$ cat config.mk
export PLATFORM = sky130hd
export DESIGN_NAME = mc14500_sequencer
export DESIGN_NICKNAME = d
export VERILOG_FILES = /design/src/rtl/mc14500_sequencer.sv
export SDC_FILE = /design/constraint.sdc
export NUM_CORES = 1
export LEC_CHECK = 0
export ABC_AREA = 0
export BUFFER_PORTS_ARGS = -buffer_cell sky130_fd_sc_hd__buf_4
export CORE_ASPECT_RATIO = 1.5
export CORE_MARGIN = 2
export CORE_UTILIZATION = 56
export CTS_CLUSTER_SIZE = 25
export DETAILED_ROUTE_END_ITERATION = 8
export PLACE_DENSITY = 0.82
export SLEW_MARGIN = 20
export SYNTH_ARGS = -nofsm -noshare
export SYNTH_HDL_FRONTEND = slang
export SYNTH_SLANG_ARGS = --single-unit
$ cat constraint.sdc
create_clock -name clk_in -period 2.6 [get_ports clk_in]
set_input_delay 0 -clock clk_in [delete_from_list [all_inputs] [get_ports clk_in]]
set_output_delay 0 -clock clk_in [all_outputs]
set_load 0.01 [all_outputs]
$ cat src/rtl/mc14500_sequencer.sv
// mc14500_sequencer: PC, ROM word split and JMP/call/RTN return stack for the MC14500 ICU.
// Optional SEQ_HALT_ON_NOPF_EN: NOPF with all-ones operand parks the PC on itself until reset.
module mc14500_sequencer #(
  parameter int ADDR_W = 8,
  parameter int STACK_DEPTH = 4,
  parameter logic [ADDR_W-1:0] RESET_PC = '0
) (
  input  logic              clk_in,
  input  logic              rst,
  input  logic              icu_state,
  input  logic              skp_i,
  input  logic              jmp_i,
  input  logic              rtn_i,
  output logic [ADDR_W-1:0] prog_addr,
  input  logic [ADDR_W+4:0] prog_data,
  output logic [3:0]        I,
  output logic [ADDR_W-1:0] io_addr,
  output logic              stk_ovf,
  output logic              stk_unf,
  output logic              seq_err
`ifdef SEQ_HALT_ON_NOPF_EN
  ,
  output logic              halted
`endif
);
  localparam int SW = $clog2(STACK_DEPTH) + 1;
  logic [ADDR_W-1:0] pc, opnd_q, top;
  logic [ADDR_W-1:0] stack [STACK_DEPTH];
  logic [3:0] op_q;
  logic [SW-1:0] sp, sp_dn;
  logic call_q, valid, exp_jmp, exp_rtn, rtn_mask;
  logic do_jmp, do_rtn, full, empty, push, hlt_set, halt;
  assign prog_addr = pc;
  assign I = prog_data[3:0];
  assign do_jmp = icu_state && valid && op_q == 4'b1100;
  assign do_rtn = icu_state && valid && op_q == 4'b1101;
  assign full = sp == SW'(STACK_DEPTH);
  assign empty = sp == '0;
  assign push = do_jmp && call_q && !full;
  assign sp_dn = sp - SW'(1);
  assign top = stack[sp_dn[SW-2:0]];
`ifdef SEQ_HALT_ON_NOPF_EN
  logic halt_q;
  assign hlt_set = icu_state && valid && op_q == 4'b1111 && &opnd_q;
  always_ff @(posedge clk_in or negedge rst)
    if (!rst) halt_q <= 1'b0;
    else if (hlt_set) halt_q <= 1'b1;
  assign halt = halt_q;
  assign halted = halt_q;
`else
  assign hlt_set = 1'b0;
  assign halt = 1'b0;
`endif
  // stack contents need no reset; sp alone defines what is live
  always_ff @(posedge clk_in)
    if (push) stack[sp[SW-2:0]] <= pc;
  always_ff @(posedge clk_in or negedge rst) begin
    if (!rst) begin
      pc <= RESET_PC;
      io_addr <= '0;
      opnd_q <= '0;
      op_q <= '0;
      call_q <= 1'b0;
      valid <= 1'b0;
      sp <= '0;
      exp_jmp <= 1'b0;
      exp_rtn <= 1'b0;
      rtn_mask <= 1'b0;
      stk_ovf <= 1'b0;
      stk_unf <= 1'b0;
      seq_err <= 1'b0;
    end else if (!icu_state) begin
      op_q <= prog_data[3:0];
      opnd_q <= prog_data[ADDR_W+3:4];
      call_q <= prog_data[ADDR_W+4];
      io_addr <= prog_data[ADDR_W+3:4];
      valid <= !skp_i;
      pc <= halt ? pc : pc + ADDR_W'(1);
      // the ICU holds RTN into the following FETCH, so that one is not compared
      rtn_mask <= exp_rtn;
      if (jmp_i != exp_jmp || (!rtn_mask && rtn_i != exp_rtn)) seq_err <= 1'b1;
    end else begin
      exp_jmp <= do_jmp;
      exp_rtn <= do_rtn;
      if (do_jmp) pc <= opnd_q;
      if (do_jmp && call_q) begin
        if (full) stk_ovf <= 1'b1;
        else sp <= sp + SW'(1);
      end
      if (do_rtn) begin
        if (empty) stk_unf <= 1'b1;
        else begin
          sp <= sp_dn;
          pc <= top;
        end
      end
      if (hlt_set && !halt) pc <= pc - ADDR_W'(1);
    end
  end
endmodule

Yosys cells after proc, flatten, opt, wreduce, memory -nomap -nowiden
Memory sizes are Yosys's and may differ from the RTL's.
Cells that the tools add are included.
- logic and storage cells: 46
- memories: 1
- bits in writable memories: 32
- output and inout port bits: 23
- flip-flop bits (word level): 31
- input bits: 19
- multiplexer cells: 10
- reduce and logical (&&, ||, !) cells: 14
- equal/unequal tests: 5
- $add $sub $neg: 3
- bitwise logic cells: 1
- memories (memory ; words ; width ; rd ports ; clocked after memory_dff ; wr ports ; line ; text):
    stack ; 4 ; 8 ; 1 ; 0 ; 1 ; 28 ; logic [ADDR_W-1:0] stack [STACK_DEPTH];
- operators with widths (cell ; number):
    $mux W8 ; 4
    $mux W3 ; 4
    $add A8 B1 Y8 const B ; 1
    $eq A4 B4 Y1 const B ; 2
    $logic_and A1 B1 Y1 ; 6
    $reduce_and A3 Y1 ; 2
    $add A3 B1 Y3 const B ; 1
    $eq A3 B3 Y1 const B ; 1
    $logic_not A1 Y1 ; 3
    $logic_not A3 Y1 ; 1
    $sub A3 B1 Y3 const B ; 1
    $mux W1 ; 2
    $ne A1 B1 Y1 ; 2
    $reduce_and A2 Y1 ; 1
    $logic_or A1 B1 Y1 ; 1
    $not A1 Y1 ; 1

Depth between registers and ports, before layout
Gate-level depths: netlist of run 1.
- depth in word-level cells: 6
- mapped depth: 8
- gate-level depth less buffers: 6

Worst setup path after synthesis of run 1
OpenSTA, ideal clock, no wires.
- path type: reg2reg
- from: reg sp[0]
- to: reg pc[3] (netlist: prog_addr[3])
- path slack: 544 ps
- data arrival time: 1932 ps
- library setup time: 124 ps
- cell stages (with the launch flop): 8
- period minus slack after synthesis: 2056 ps
- data required time: 2476 ps
- buffers on the path: 2
- cells stage by stage: dfrtp_1 buf_6 inv_1 ha_1 clkbuf_1 mux4_2 a32o_1 a211o_1
- word-level cells in the longest chain between the ends: 5
- elaborated cells between the ends (all ways): 6
- those cells by class: 1 x add/sub; 3 x mux; 1 x reduce/logical; 1 x memory
- RTL lines (item ; line ; text):
    start: declaration ; 30 ; logic [SW-1:0] sp, sp_dn;
    start signal: assignment ; 88 ; else sp <= sp + SW'(1);
    start signal: assignment ; 93 ; sp <= sp_dn;
    $sub A3 B1 Y3 ; 40 ; assign sp_dn = sp - SW'(1);
    $mem_v2 Z4 W8 ; n/a ;
    $mux W8 (*) ; 91 ; if (empty) stk_unf <= 1'b1;
    $mux W8 (*) ; 90 ; if (do_rtn) begin
    $mux W8 (*) ; 72 ; end else if (!icu_state) begin
    end signal: assignment ; 78 ; pc <= halt ? pc : pc + ADDR_W'(1);
    end signal: assignment ; 94 ; pc <= top;
    end signal: assignment ; 97 ; if (hlt_set && !halt) pc <= pc - ADDR_W'(1);
    end: declaration ; 27 ; logic [ADDR_W-1:0] pc, opnd_q, top;
Mark *: on every way between the ends. The rest lies on a longest branch, timed or not.
A chain may end at the register's enable or synchronous reset.

Final worst setup path of run 1
- from: reg sp[1]
- to: reg pc[3] (netlist: prog_addr[3])
The elaborated chain is that of the path after synthesis.

==> results.yml, run 1 <==
sta:
  rsz0062_at_grt: "no"
  period_needed_ns: 2.04
  finalSetupTns_ns: 0
  fmax_mhz: 491
  slew_headroom_pct: 62.1
  period_share_pct: 78.4
  report.final.slew_viol_count: 0
  setup_viol: 0
  hold_viol: 0
  timing.final.ws_setup_ns: 0.562
  worst_clock_skew_ns: 0.00852
  whs_ns: 0.0958
  worst_pin_slew_ns: 0.565
critical_path:
  cp_max_fo: 9
  r2r_end: "prog_addr[3]"
  worstRegToRegCells: 5
  path_class: "register to register"
  startpoint_type: "register"
  rrSetupSlack_ns: 0.56
  worstSetupEndpointType: "register"
  required_ns: 2.82
  cp_data_arrival_time_ns: 2.26
  rr_startpoint: "sp[1]"
synth:
  yosysWarnings: 0
  yosysMostFrequentCell: "edfxtp_1"
  synth.cell_area_mm2: 0.00282
  synth-seq-cells: 63
  synthTopCellsByCount: "32 x edfxtp_1, 31 x dfrtp_1, 12 x mux2_2, 12 x nand2_1, 11 x nor2_1"
  yosysSeqAreaShare_pct: 61.7
  syn_nets: 221
  syn_avg_cell_area_um2: 14.4
  yosys.area.top_type_share_pct: 34.1
  synthFlopType: "edfxtp_1"
  yosys.area.top_type: "edfxtp_1"
  synth_cell_types: 45
  synth_area_leaders: "edfxtp_1 34%, dfrtp_1 28%, mux4_1 5.6%, mux2_2 4.8%, ha_1 2.7%"
  synth-edff-count: 32
  async_reset_ff_share_pct: 49.2
  syn_inst: 196
routing:
  vias_per_cell: 5.71
  via_count: 1862
  ant_nets: 0
  first_iter_violations: 128
  drc_errors: 0
  wl_per_cell_um: 19.4
  drt_pass1_iterations: 4
  routed_wl_mm: 6.32
floorplanning:
  ioPinCount: 42
  core_region_area_mm2: 0.00485
  rows: 31
  fp.dieH_um: 90.9
  dieArea_mm2: 0.00562
  die_w_um: 61.9
  initial_utilization_pct: 58.1
finish:
  antenna_cells: 0
  drive_gt1_share_pct: 27.3
  nets: 280
  syn2layout_area_growth_pct: 25.1
  final_cell_area_mm2: 0.00352
  final_util_pct: 72.6
  fill_cells: 318
power_and_ir_drop:
  power_per_cell_area_mw_per_mm2: 845
  p_leak_nw: 1.47
  ir_drop_mv: 0.489
clocking:
  clock-sinks: 63
  clockBufferDepth: 2
  numCtsBuffers: 9
  h-tree-depth: 3
  clk_latency_ns: 0.34
  cts_tree: "done"
  cts_root_buf: "clkbuf_8"
  cts.clk_slew.worst_paths_ns: 0.06
min_path:
  holdPathStages: 5
  holdPathEnd: "seq_err"
  min_from: "rtn_i"
  hold_path.class: "primary input to register"
place:
  hpwl_mm: 4.09
  post_dp_cell_area_mm2: 0.00316
  place_ws_ns: 0.586
  place_congestion: 0.827
  numPortBuffers: 41
global_routing:
  grt_max_degree: 37
  grt_first_pass_wirelength_mm: 9.65
  grt_usage_pct: 24.8
  antenna_found_initial: 0
  grt_pass1_vias: 1926
  overflow: 0
status:
  status: "completed"
run:
  maxCapViolCount: 0
## final cells by class
cell class | count | area [µm²] | share of cell area, %
Clock inverter | 5 | 72.6 | 2.06
Inverter | 8 | 30.0 | 0.853
Multi-Input combinational cell | 113 | 978 | 27.8
Clock buffer | 11 | 131 | 3.73
Timing Repair Buffer | 60 | 490 | 13.9
Sequential cell | 63 | 1740 | 49.3
Tap cell | 66 | 82.6 | 2.34
## through the flow
stage,std cells,power [mW]
final,326,2.98
after global routing,326,3.12
after CTS,326,2.98
after detailed placement,294,2.08
after global placement,294,2.06
after floorplan,196,1.81
## worst max-delay path by stage
stage	from	endpoint	slack, ns	depth (start not counted)
floorplan	sp[0]	prog_addr[3]	0.54	7
global placement	sp[1]	prog_addr[3]	0.68	5
detailed placement	sp[1]	prog_addr[3]	0.59	5
CTS	sp[1]	prog_addr[3]	0.58	5
global route	sp[1]	stack[0][7]	0.44	4
finish	sp[1]	prog_addr[3]	0.56	5
## repair_timing
item | in CTS | in global routing
hold endpoints to repair | 46 | 0
resized for setup | 0 | 0
setup endpoints to repair | 0 | 0
hold buffers | 16 | 0
buffers inserted | 0 | 0
## layer usage
layer  part of all wire, %  vias up  track usage [%]
li1                      -      854                -
met1                    41      920             30.2
met4                   2.6        0             11.7
met3                   4.7       17             7.59
met2                    52       71             38.9
met5                     0        -                0
## cell usage in the layout, fill, tap and decap left out, drive strengths merged, types with 4 or more instances in the layout
master,instances
nand3,4
mux2,12
dlygate4sd3,16
ha,6
mux4,8
a22oi,4
edfxtp,32
clkbuf,11
inv,8
dfrtp,31
buf,44
nand2,12
nor2,11
xnor2,6
## sequential cells by signal (all words and copies together) (netlist names), 3 cells and up
register,count
opnd_q,8
op_q,4
prog_addr,8
sp,3
stack,32
## worst max-delay path: stages (launching register included)
cell and delay, ns:
dfrtp_1 0.43, inv_1 0.13, ha_1 0.52, mux4_2 0.36
a32o_1 0.22, a211o_1 0.26
## cell families (layout without fill, tap and decap cells)
logic type                 count (synthesis)  after routing  share of synthesized area (%)
DFF                                       63             63                           61.7
and+or+nand+nor                           44             44                           8.26
AOI/OAI and AO/OA                         33             33                           8.66
muxes                                     21             21                           12.3
buffers and inverters                     20             84                           3.60
xor gates and xnor gates                   9              9                           2.80
adders and majority gates                  6              6                           2.67
## power breakdown
part	internal (mW)	switching [mW]
combinational	0.386	0.328
clock	0.532	0.345
sequential	1.20	0.186
Note: power is estimated with default switching activity, not from simulation.
==> run 2, diff against run 1 <==
--- a/config.mk
+++ b/config.mk
@@ -5,11 +5,11 @@
 export SDC_FILE = /design/constraint.sdc
 export NUM_CORES = 1
 export LEC_CHECK = 0
-export ABC_AREA = 0
+export ABC_AREA = 1
 export BUFFER_PORTS_ARGS = -buffer_cell sky130_fd_sc_hd__buf_4
 export CORE_ASPECT_RATIO = 1.5
 export CORE_MARGIN = 2
-export CORE_UTILIZATION = 56
+export CORE_UTILIZATION = 57
 export CTS_CLUSTER_SIZE = 25
 export DETAILED_ROUTE_END_ITERATION = 8
 export PLACE_DENSITY = 0.82
==> constraint.sdc (replaced) <==
create_clock -name clk_in -period 2.07 [get_ports clk_in]
set_input_delay 0 -clock clk_in [delete_from_list [all_inputs] [get_ports clk_in]]
set_output_delay 0 -clock clk_in [all_outputs]
set_load 0.01 [all_outputs]
==> run 2 against run 1 <==
Sequential share of layout area fell by 4.2 points. Cell count rose by 50%. Power rose by 35%. Clock skew fell by 0.0019 ns. Die area rose by 9.4%. Combinational power rose by 64%. Critical endpoint is now prog_addr[0].
==> results.yml, run 2 <==
global_routing:
  grt_first_pass_wirelength_mm: 11.7
  grt_max_degree: 32
  overflow: 0
  antenna_found_initial: 0
  grt_pass1_vias: 2529
  grt_usage_pct: 25.6
routing:
  drt_pass1_iterations: 5
  via_count: 2560
  ant_nets: 0
  vias_per_cell: 5.25
  wl_per_cell_um: 14.5
  first_iter_violations: 111
  drc_errors: 0
  routed_wl_mm: 7.09
synth:
  synthSimpleGateAreaFrac_pct: 29.8
  synthFlopType: "edfxtp_1"
  yosysWarnings: 0
  synth-edff-count: 32
  syn_avg_cell_area_um2: 8.90
  synth_area_leaders: "edfxtp_1 30%, dfrtp_1 25%, nand2_1 16%, nand3_1 7.8%, inv_1 5.2%"
  yosys.area.top_type: "edfxtp_1"
  synth.cell_area_mm2: 0.00315
  synth_xor_area_share_pct: 0.556
  syn_inst: 354
  yosysMostFrequentCell: "nand2_1"
  yosys.area_share.adder_pct: 2.38
  synthTopCellsByCount: "132 x nand2_1, 49 x nand3_1, 44 x inv_1, 32 x edfxtp_1, 31 x dfrtp_1"
  synth-seq-cells: 63
  synthMuxAreaShare_pct: 0
  yosys.area.top_type_share_pct: 30.5
  syn_nets: 379
  synth_top_family_by_area: "simple AND/OR/NAND/NOR gates"
  synth_cell_types: 28
  synth_compound_area_share_pct: 2.22
  async_reset_ff_share_pct: 49.2
  yosysSeqAreaShare_pct: 55.1
critical_path:
  path_cells: "inv_1, nand2_1, nor2_4, nand3_4, inv_2, nand2_1, nand3_1, nand2_1"
  cpMostUsedCell: "nand2_1"
  cp_max_fo: 16
  crit_buf_inv: 2
  cp_data_arrival_time_ns: 1.95
  worstSetupEndpointType: "register"
  slowest_stage: "dfrtp_1"
  crit_path_max_incr_delay_ns: 0.38
  path_class: "register to register"
  required_ns: 2.30
  cp_top_family: "simple AND/OR/NAND/NOR gates"
  startpoint_type: "register"
clocking:
  cts.clk_slew.worst_paths_ns: 0.07
  cts_setup_buffers: 0
  clockBufferDepth: 2
  cts_root_buf: "clkbuf_8"
  clock-sinks: 63
  cts_tree: "done"
  clk_latency_ns: 0.34
  numCtsBuffers: 9
  h-tree-depth: 3
finish:
  layout_commonest_cell: "nand2_1"
  fill_cells: 380
  nets: 438
  final_cell_mix: "132 x nand2_1, 49 x nand3_1, 48 x buf_4"
  drive_gt1_share_pct: 19.6
  syn2layout_area_growth_pct: 22.1
  antenna_cells: 0
  largest_reg_flops: 32
min_path:
  hold_path.class: "primary input to register"
run:
  maxCapViolCount: 0
floorplanning:
  core_region_area_mm2: 0.00541
  rows: 33
  initial_utilization_pct: 58.3
  dieArea_mm2: 0.00615
  fp.dieH_um: 95.1
  die_w_um: 64.7
  ioPinCount: 42
sta:
  period_share_pct: 83.0
  report.final.slew_viol_count: 0
  fmax_mhz: 582
  slew_headroom_pct: 73.1
  hold_viol: 0
  finalSetupTns_ns: 0
  period_needed_ns: 1.72
  worst_pin_slew_ns: 0.403
  rsz0062_at_grt: "no"
  worst_clock_skew_ns: 0.00663
  setup_viol: 0
power_and_ir_drop:
  ir_drop_mv: 0.783
  p_leak_nw: 1.95
  power_per_cell_area_mw_per_mm2: 1050
  finalPower_mw: 4.03
status:
  status: "completed"
place:
  numPortBuffers: 41
  hpwl_mm: 4.67
  place_congestion: 0.772
run 2: cell types whose count changed after synthesis, sizes merged, moves of 5 or more:
cell	delta
mux2	-12
xnor2	-5
inv	+40
nand2	+123
mux4	-8
nand3	+53
run 2: power by group:
group | switching [mW] | leakage, nW | internal [mW]
registers | 0.198 | 0.681 | 1.48
clock network | 0.464 | 0.110 | 0.711
logic | 0.701 | 1.16 | 0.471
run 2: cell type report:
cell class                      count  area [µm²]  area share [%]
Sequential cell                    63        1740            45.1
Multi-Input combinational cell    227        1100            28.6
Clock buffer                       11         141            3.67
Inverter                           49         189            4.91
Clock inverter                      5        81.3            2.11
Timing Repair Buffer               63         510            13.3
Tap cell                           70        87.6            2.28
run 2: path summary, 6_finish.rpt:
path / from / to / slack, ns / cells after the start
worst max-delay path: op_q[1] / prog_addr[0] / 0.35 / 8
worst min-delay path: icu_state / op_q[2] / 0.06 / 3
worst max register to register: op_q[1] / prog_addr[0] / 0.35 / 8
worst min register to register: stk_unf / stk_unf / 0.48 / 1
max in group asynchronous: rst / prog_addr[2] / 1.64 / 2
min in group asynchronous: rst / valid / 0.13 / 2
run 2: per-stage QoR:
stage | instance area, µm² | instances | utilization [%] | setup WS [ns] | hold slack [ns]
floorplan | 3150 | 354 | - | 0.110 | -0.296
global placement | 3480 | 457 | 64.3 | 0.410 | -0.0469
detailed placement | 3480 | 457 | 64.3 | 0.406 | -0.0499
CTS | 3850 | 488 | 71.2 | 0.371 | 0.0388
global route | 3850 | 488 | 71.2 | 0.219 | 0.0665
finish | 3850 | 488 | 71.2 | 0.352 | 0.0550
run 2: logic make-up after synthesis:
| logic type | count (synthesis) |
|---|---|
| AOI/OAI and AO/OA | 12 |
| xor gates and xnor gates | 2 |
| adders and majority gates | 6 |
| buffers and inverters | 64 |
| DFF | 63 |
| and+or+nand+nor | 207 |
run 2: routing by layer:
| metal | track usage, % | part of all wire, % | vias up | wire length [µm] |
|---|---|---|---|---|
| li1 | - | - | 1238 | - |
| met1 | 28.8 | 37 | 1206 | 2640 |
| met2 | 45.7 | 55 | 103 | 3920 |
| met3 | 5.31 | 5.1 | 13 | 359 |
| met4 | 12.8 | 2.4 | 0 | 173 |
| met5 | 0 | 0 | - | 0 |
run 2: timing repair:
action,CTS,global route
gates resized for setup,0,0
endpoints found under the hold margin,45,0
hold buffers,15,0
run 2: worst reg2reg max path: cells and delay by family (launching register included):
| kind | cells | cell delay [ns] |
|---|---|---|
| buffers and inverters | 2 | 0.30 |
| flip-flops | 1 | 0.38 |
| AND/OR/NAND/NOR | 6 | 0.94 |
